## src/rtl/add_rr_arbiter_if.sv

```systemverilog
// Handshake bundle between requesters, shared adder and consumer.
// Arbiter takes the slave view; the requester side takes master.
interface add_rr_arbiter_if #(
  parameter int NUM_REQ = 4,
  parameter int WIDTH   = 4
);
  localparam int IDW = $clog2(NUM_REQ);

  logic [NUM_REQ-1:0]       req_valid;
  logic [NUM_REQ*WIDTH-1:0] req_a;
  logic [NUM_REQ*WIDTH-1:0] req_b;
  logic [NUM_REQ-1:0]       req_ready;
  logic [WIDTH-1:0]         add_a;
  logic [WIDTH-1:0]         add_b;
  logic [WIDTH:0]           add_sum;
  logic                     rsp_valid;
  logic [IDW-1:0]           rsp_id;
  logic [WIDTH:0]           rsp_sum;
  logic                     rsp_ready;

  modport master (
    output req_valid, req_a, req_b,
    output add_sum, rsp_ready,
    input  req_ready, add_a, add_b,
    input  rsp_valid, rsp_id, rsp_sum
  );

  modport slave (
    input  req_valid, req_a, req_b,
    input  add_sum, rsp_ready,
    output req_ready, add_a, add_b,
    output rsp_valid, rsp_id, rsp_sum
  );
endinterface

```

## src/rtl/add_rr_arbiter.sv

```systemverilog
// Round-robin arbiter sharing one registered adder.
// One op in flight: IDLE -> ISSUE -> WAIT -> RESP.
module add_rr_arbiter #(
  parameter int NUM_REQ = 4,
  parameter int WIDTH   = 4,
  parameter int ADD_LAT = 1
) (
  input logic             clk,
  input logic             rst,
  add_rr_arbiter_if.slave bus
);
  localparam int IDW = $clog2(NUM_REQ);
  localparam int CW  = (ADD_LAT > 1) ? $clog2(ADD_LAT) : 1;
  localparam logic [IDW-1:0] LAST = IDW'(NUM_REQ - 1);
  localparam logic [CW-1:0]  CNT0 = CW'(ADD_LAT - 1);

  typedef enum logic [1:0] {
    S_IDLE,
    S_ISSUE,
    S_WAIT,
    S_RESP
  } state_t;

  state_t             r_state;
  state_t             w_state_nxt;
  logic [IDW-1:0]     r_ptr;
  logic [IDW-1:0]     r_id;
  logic [IDW-1:0]     w_gnt;
  logic [IDW-1:0]     w_idx;
  logic               w_any;
  logic [CW-1:0]      r_cnt;
  logic [WIDTH-1:0]   r_add_a;
  logic [WIDTH-1:0]   r_add_b;
  logic               r_rsp_valid;
  logic [WIDTH:0]     r_rsp_sum;
  logic [NUM_REQ-1:0] w_ready;

  // first valid requester at or after r_ptr, wrapping
  always_comb begin
    w_any = 1'b0;
    w_gnt = '0;
    w_idx = '0;
    for (int k = 0; k < NUM_REQ; k++) begin
      w_idx = IDW'((int'(r_ptr) + k) % NUM_REQ);
      if (!w_any && bus.req_valid[w_idx]) begin
        w_any = 1'b1;
        w_gnt = w_idx;
      end
    end
  end

  // next state and the ISSUE-only accept pulse
  always_comb begin
    w_state_nxt = r_state;
    w_ready     = '0;
    unique case (r_state)
      S_IDLE: begin
        if (w_any) w_state_nxt = S_ISSUE;
      end
      S_ISSUE: begin
        w_ready[r_id] = 1'b1;
        w_state_nxt   = S_WAIT;
      end
      S_WAIT: begin
        if (r_cnt == '0) w_state_nxt = S_RESP;
      end
      S_RESP: begin
        if (bus.rsp_ready) w_state_nxt = S_IDLE;
      end
      default: w_state_nxt = S_IDLE;
    endcase
  end

  // state register
  always_ff @(posedge clk) begin
    if (rst) r_state <= S_IDLE;
    else     r_state <= w_state_nxt;
  end

  // operand capture, latency count, response and pointer update
  always_ff @(posedge clk) begin
    if (rst) begin
      r_ptr       <= '0;
      r_id        <= '0;
      r_cnt       <= '0;
      r_add_a     <= '0;
      r_add_b     <= '0;
      r_rsp_valid <= 1'b0;
      r_rsp_sum   <= '0;
    end else begin
      unique case (r_state)
        S_IDLE: begin
          if (w_any) begin
            r_add_a <= bus.req_a[int'(w_gnt)*WIDTH +: WIDTH];
            r_add_b <= bus.req_b[int'(w_gnt)*WIDTH +: WIDTH];
            r_id    <= w_gnt;
          end
        end
        S_ISSUE: begin
          r_cnt <= CNT0;
        end
        S_WAIT: begin
          if (r_cnt == '0) begin
            r_rsp_sum   <= bus.add_sum;
            r_rsp_valid <= 1'b1;
          end else begin
            r_cnt <= r_cnt - 1'b1;
          end
        end
        S_RESP: begin
          if (bus.rsp_ready) begin
            r_rsp_valid <= 1'b0;
            r_ptr       <= (r_id == LAST) ? '0 : r_id + 1'b1;
          end
        end
        default: ;
      endcase
    end
  end

  assign bus.req_ready = w_ready;
  assign bus.add_a     = r_add_a;
  assign bus.add_b     = r_add_b;
  assign bus.rsp_valid = r_rsp_valid;
  assign bus.rsp_id    = r_id;
  assign bus.rsp_sum   = r_rsp_sum;

endmodule

```

## src/flat_wrapper.sv

```systemverilog
// flat-port wrapper written by rule: the top's interface ports become plain ports
module add_rr_arbiter_flat 
#(
  parameter int NUM_REQ = 4,
  parameter int WIDTH   = 4,
  parameter int ADD_LAT = 1
)
  (clk, rst, bus_req_valid, bus_req_a, bus_req_b, bus_add_sum, bus_rsp_ready, bus_req_ready, bus_add_a, bus_add_b, bus_rsp_valid, bus_rsp_id, bus_rsp_sum);
  add_rr_arbiter_if #(.NUM_REQ(NUM_REQ), .WIDTH(WIDTH)) bus_i ();
  input logic clk;
  input logic rst;
  input wire logic [$bits(bus_i.req_valid)-1:0] bus_req_valid;
  input wire logic [$bits(bus_i.req_a)-1:0] bus_req_a;
  input wire logic [$bits(bus_i.req_b)-1:0] bus_req_b;
  input wire logic [$bits(bus_i.add_sum)-1:0] bus_add_sum;
  input wire logic [$bits(bus_i.rsp_ready)-1:0] bus_rsp_ready;
  output wire logic [$bits(bus_i.req_ready)-1:0] bus_req_ready;
  output wire logic [$bits(bus_i.add_a)-1:0] bus_add_a;
  output wire logic [$bits(bus_i.add_b)-1:0] bus_add_b;
  output wire logic [$bits(bus_i.rsp_valid)-1:0] bus_rsp_valid;
  output wire logic [$bits(bus_i.rsp_id)-1:0] bus_rsp_id;
  output wire logic [$bits(bus_i.rsp_sum)-1:0] bus_rsp_sum;
  assign bus_i.req_valid = bus_req_valid;
  assign bus_i.req_a = bus_req_a;
  assign bus_i.req_b = bus_req_b;
  assign bus_i.add_sum = bus_add_sum;
  assign bus_i.rsp_ready = bus_rsp_ready;
  assign bus_req_ready = bus_i.req_ready;
  assign bus_add_a = bus_i.add_a;
  assign bus_add_b = bus_i.add_b;
  assign bus_rsp_valid = bus_i.rsp_valid;
  assign bus_rsp_id = bus_i.rsp_id;
  assign bus_rsp_sum = bus_i.rsp_sum;
  add_rr_arbiter #(.NUM_REQ(NUM_REQ), .WIDTH(WIDTH), .ADD_LAT(ADD_LAT)) u_core (.clk(clk), .rst(rst), .bus(bus_i));
endmodule
```

## config.mk

```make
export PLATFORM = sky130hd
export DESIGN_NAME = add_rr_arbiter_flat
export DESIGN_NICKNAME = d
export VERILOG_FILES = /design/src/rtl/add_rr_arbiter_if.sv /design/src/rtl/add_rr_arbiter.sv /design/src/flat_wrapper.sv
export SDC_FILE = /design/constraint.sdc
export NUM_CORES = 1
export LEC_CHECK = 0
export CAP_MARGIN = 20
export CORE_ASPECT_RATIO = 1.1
export CORE_MARGIN = 2
export CORE_UTILIZATION = 41
export CTS_BUF_LIST = sky130_fd_sc_hd__clkbuf_4
export DETAILED_ROUTE_END_ITERATION = 12
export GPL_TIMING_DRIVEN = 0
export PLACE_DENSITY = 0.82
export SYNTH_ARGS = -nofsm -noshare
export SYNTH_HDL_FRONTEND = slang
export SYNTH_SLANG_ARGS = --single-unit
```

## constraint.sdc

```tcl
create_clock -name clk -period 2.2 [get_ports clk]
set_input_delay 0.22 -clock clk [delete_from_list [all_inputs] [get_ports clk]]
set_output_delay 0.22 -clock clk [all_outputs]
set_load 0.02 [all_outputs]
```

# After elaboration in Yosys (flattened, before gate mapping)
# Index checks and enable logic that the tools add are counted.
# word_totals
regBits	21
input_bits	44
output_inout_bits	20
word_cells	73
# classes
addsub	5
order_cmp	6
eq_ne	7
shift	2
n_mux	29
bitwise	1
reduce_logical	15
# ops
operator	count
variable part select 16 x 5 -> 4 bit	2
2-to-1 mux 2 bit	8
less-than comparator 2 x 3 -> 1 bit (second input constant)	5
2-to-1 mux 1 bit	12
binary-select mux 1 bit (select 2 bit)	4
one-hot mux 2 bit (4 select lines)	1
== test 2 bit (second input constant)	3
AND reduction 2 bit	3
AND reduction 3 bit	2
adder 2 x 1 -> 2 bit (second input constant)	2
adder 2 bit (second input constant)	2
logical AND 1 bit	4
2-to-1 mux 4 bit	1
inequality test 2 bit (second input constant)	2
one-hot mux 1 bit (2 select lines)	2
nonzero test 2 bit	2
logical NOT 1 bit	3
demux 1 bit (select 2 bit)	1
== test 2 x 1 -> 1 bit (second input constant)	1
greater-or-equal comparator 2 x 1 -> 1 bit (second input constant)	1
logical NOT 2 bit	1
inequality test 2 x 1 -> 1 bit (second input constant)	1
NOT 1 bit	1
subtractor 1 bit (second input constant)	1

# Depth between registers and ports, before layout
# depth
ltp_word	14
mapped_depth	7
mapped_depth_nobuf	6

# Worst setup path after synthesis
# Ideal clock, no wire load.
# synth_path
path_kind	register to register
startpoint	register u_core.r_ptr[0]
endpoint	register u_core.r_add_a[0] (netlist: u_core.bus.add_a[0])
setup_ns	0.122
arrival_time_ns	1.914
t_required_ns	2.078
setup_slack_ns	0.164
path_stages_with_launch	7
path_buffers	1
synth_period_minus_slack_ns	2.036
cell_sequence	dfxtp_1 and2b_1 or4_4 buf_6 nand2_2 mux2_2 a221o_1
# synth_between
elab_chain_len	13
elab_cells_between_ends	27
classes_between	add/sub: 3; shift: 1; mux: 16; reduce/logical: 7
# synth_lines
element	line_no	text
start, declared	add_rr_arbiter.sv:26	logic [IDW-1:0] r_ptr;
start signal, assigned	add_rr_arbiter.sv:113	r_ptr <= (r_id == LAST) ? '0 : r_id + 1'b1;
branches (longest 13 deep; another with adder 2 x 1 -> 2 bit)	-	
end signal, assigned	add_rr_arbiter.sv:94	r_add_a <= bus.req_a[int'(w_gnt)*WIDTH +: WIDTH];
end, declared	add_rr_arbiter.sv:32	logic [WIDTH-1:0] r_add_a;
# Several ways; the timed one is not identified. The select of a mux whose other input is x is not followed.
# A chain may end at the register's enable or synchronous reset.

# Final worst setup path
# layout_path
startpoint	register u_core.r_ptr[0]
endpoint	register u_core.r_add_a[2] (netlist: u_core.bus.add_a[2])
# The elaborated chain is that of the path after synthesis.

==> metrics.md <==
| Metric | Value |
|---|---|
| IO Port Bufs | 63 |
| Area grow syn2layout | 59.70% |
| Area post-placement | 0.001931 mm² |
| # nets final | 253 |
| Mapped cell area | 0.001257 mm² |
| Cell count of the worst hold path | 1 |
| Routability cong. | 0.8751 |
| Initial DRC count | 52 |
| Multi-input logic area | 808.3 µm² |
| Worst reg2reg path depth | 6 |
| Initial antenna violation count | 0 |
| Outcome | finished clean |
| Max cap viols | 0 |
| Number of global-route vias before repair | 1221 |
| Top_reg_cell synth | dfxtp_1 |
| Mapped Avg Cell Area | 9.455 µm² |
| Fin. Hold Viols | 0 |
| RSZ-0062 raised after global routing | false |
| CTS tree | built |
| Yosys Warn Count | 0 |
| Row count | 21 |
| Fin Setup TNS | 0 ns |
| Mapped Nets | 185 |
| Final Cycle Share | 96.35% |
| Share of cells above drive strength 1 | 16.00% |
| Comb pwr share | 50.5% |
| Reg clk slew, reported paths | 0.12 ns |
| Filler Cells Inserted | 252 |
| Met3 Wirelength | 349 µm |
| Most common cell after layout, fill and taps aside | clkdlybuf4s50_1 |
| Hold Path Origin | u_core.bus.add_a[0] |
| Met1 WL | 1463 µm |
| Met2 wire len | 1649 µm |
| Period minus WS final | 2.120 ns |
| Worst reg2reg startpoint | u_core.r_ptr[0] |
| Largest net degree at the start of global routing | 13 |
| DRC errors left | 0 |
| Core area | 0.002995 mm² |
| Detail Placement HPWL | 2733 µm |
| Cell taking the most area after synthesis | dfxtp_1 |
| Starting Density | 41.98% |
| FF+latch count, synth | 20 |
| Worst vdd ir | 0.0006238 V |
| R2r setup slk | 0.08 ns |
| Antenna Cells | 0 |
| Leak | 0.7903 nW |
| WHS Endpoint | u_core.bus.add_a[0] |
| Clock latency on the worst-skew pair | 0.31 ns |
| Fmax | 0.4718 GHz |
| RR Endpoint | u_core.bus.add_a[2] |
| Slew @ Worst Pin | 0.7862 ns |
| Pins Over Slew Limit | 0 |
| FF+latch area | 401.6 µm² |
| Setup Skew | 0.0009541 ns |
| I/O pin count | 64 |
| Relative slew slack | 47.01% |
| Synth top area share | 31.84% |
| Total number of clock tree sinks | 20 |
| EDFF count, synth | 0 |
| Synth async-reset ratio | 0% |
| Die ar. | 0.003526 mm² |
| Vert. Die Dim | 62.08 µm |
| Switching part of the total | 35.51% |
| Max Used Layer | met4 |
| P_sw | 0.0005937 W |
| Sequential element share of the synthesized area | 31.84% |
| Commonest cells after routing, fill and taps aside | clkdlybuf4s50_1, dfxtp_1, nor2_1 |
| Pre-antenna DRT Iters | 4 |
| Unique masters post-synth | 31 |
| Internal | 0.001078 W |
| Worst min-delay path class | flop to flop |
| Endpoint type of the worst setup path | flop |
| CTS Buffer Depth | 2 |
| Arr. time, crit path | 2.33 ns |
| Cts bufs inserted | 3 |
| Gr usage total | 20.72% |
| Final setup vio count | 0 |
| Dominant cells by area after synthesis | dfxtp_1, ha_1, a221o_1 |
| Global route total overflow | 0 |
| Die width | 56.80 µm |
| Synth Instances | 133 |
| Final WL | 3492 µm |
| Worst-path maximum fanout | 9 |
| First-pass GRT wire length | 5685 µm |
| Pwr/cell area | 832.6 mW/mm² |
| Post-route cell area | 0.002008 mm² |
| Vias per Instance | 5.338 |
| Root Driver | clkbuf_4 |
| Via count | 1249 |
| Sequential share of power | 31.2% |
| Clock power share | 18.3% |
| Drt wl/cell | 14.92 µm |
| Setup CP Type | flop to flop |
| H-tree depth | 1 |
| Setup crit start kind | flop |
| Worst Path Required | 2.41 ns |
| Post-CTS Setup Bufs | 0 |
| Final ANT Viol Nets | 0 |
-- registers in the layout (all words and copies together), names as in the netlist --
register              flops
u_core.bus.add_a          4
u_core.bus.add_b          4
u_core.bus.rsp_id         2
u_core.bus.rsp_sum        5
u_core.bus.rsp_valid      1
u_core.r_ptr              2
u_core.r_state            2
-- worst max-delay path, cell delays in order (launching register included) --
cell,delay (ns)
dfxtp_2,0.36
and2b_1,0.19
or4_4,0.51
buf_6,0.15
nand2_4,0.12
mux2_2,0.35
a221o_1,0.33
-- routing by layer --
layer  up-vias  global-route usage (%)
li1        619                       -
met1       558                   25.09
met2        67                   37.54
met3         5                   4.762
met4         0                   5.980
met5         -                       0
-- how the worst max path moves through the flow --
stage	slack [ns]	depth (start not counted)	end	from
after detailed placement	-0.41	7	u_core.bus.add_a[2]	bus_req_valid[0]
final	0.08	6	u_core.bus.add_a[2]	u_core.r_ptr[0]
after CTS	0.04	7	u_core.bus.add_a[2]	bus_req_valid[1]
after global placement	-0.35	7	u_core.bus.add_b[2]	bus_req_valid[0]
after global routing	0.009	6	u_core.bus.add_a[2]	u_core.r_ptr[0]
after floorplan	0.16	6	u_core.bus.add_a[0]	u_core.r_ptr[0]
-- cells in the mapped netlist (2+ instances only) --
cell and n:
and2_1 4, a21boi_0 8, o21ai_0 2, dfxtp_1 20
ha_1 8, and3_2 7, clkbuf_1 2, nor2b_1 2
a221o_1 9, nand2_1 2, inv_1 6, nor3_1 4
mux2_2 8, mux2i_1 6, a21oi_1 8, and2b_1 2
o21a_1 8, nor2_1 14
-- final cells by class --
| class | instances | share of cell area (%) |
|---|---|---|
| buffer | 6 | 2.430 |
| clock inverter | 1 | 1.495 |
| clock buffer | 3 | 1.121 |
| tap | 34 | 2.118 |
| inverter | 6 | 1.121 |
| timing repair buffer | 63 | 31.46 |
| multi-input combinational | 101 | 40.25 |
| sequential | 20 | 20.00 |
-- per-stage QoR --
step / setup WS [ns] / hold slack, ns / total power, W / std cells / utilization (%)
finish: 0.08025 / 0.5003 / 0.001672 / 234 / 67.04
global route: 0.009015 / 0.5161 / 0.001791 / 234 / 67.04
CTS: 0.03704 / 0.5047 / 0.001672 / 234 / 66.33
detailed placement: -0.4095 / 0.4702 / 0.001360 / 230 / 64.45
global placement: -0.3541 / 0.4696 / 0.001322 / 230 / 64.45
floorplan: 0.1637 / 0.2891 / 0.001009 / 133 / -
-- power by group through the flow --
stage	registers, W	logic [W]	clock network, W
2_1_floorplan	0.000618	0.000391	0
3_3_place_gp	0.000524	0.000797	0
3_5_place_dp	0.000530	0.000830	0
4_1_cts	0.000521	0.000837	0.000315
5_1_grt	0.000535	0.000925	0.000330
6_report	0.000522	0.000844	0.000306
-- timing repair --
action,4_1_cts,5_1_grt
setup endpoints to repair,8,8
resized for setup,2,4
hold buffers,0,0
hold endpoints to repair,0,0
-- logic make-up (layout without fill, tap and decap cells) --
| logic type | after synthesis | count (layout) | share of synthesized area (%) |
|---|---|---|---|
| simple gates | 40 | 40 | 18.11 |
| compound gates | 39 | 39 | 24.48 |
| flops | 20 | 20 | 31.84 |
| mux | 14 | 14 | 11.94 |
| buf+inv | 12 | 79 | 5.671 |
| fa+ha+maj | 8 | 8 | 7.961 |
No activity file was read; power rests on OpenSTA's default activity.
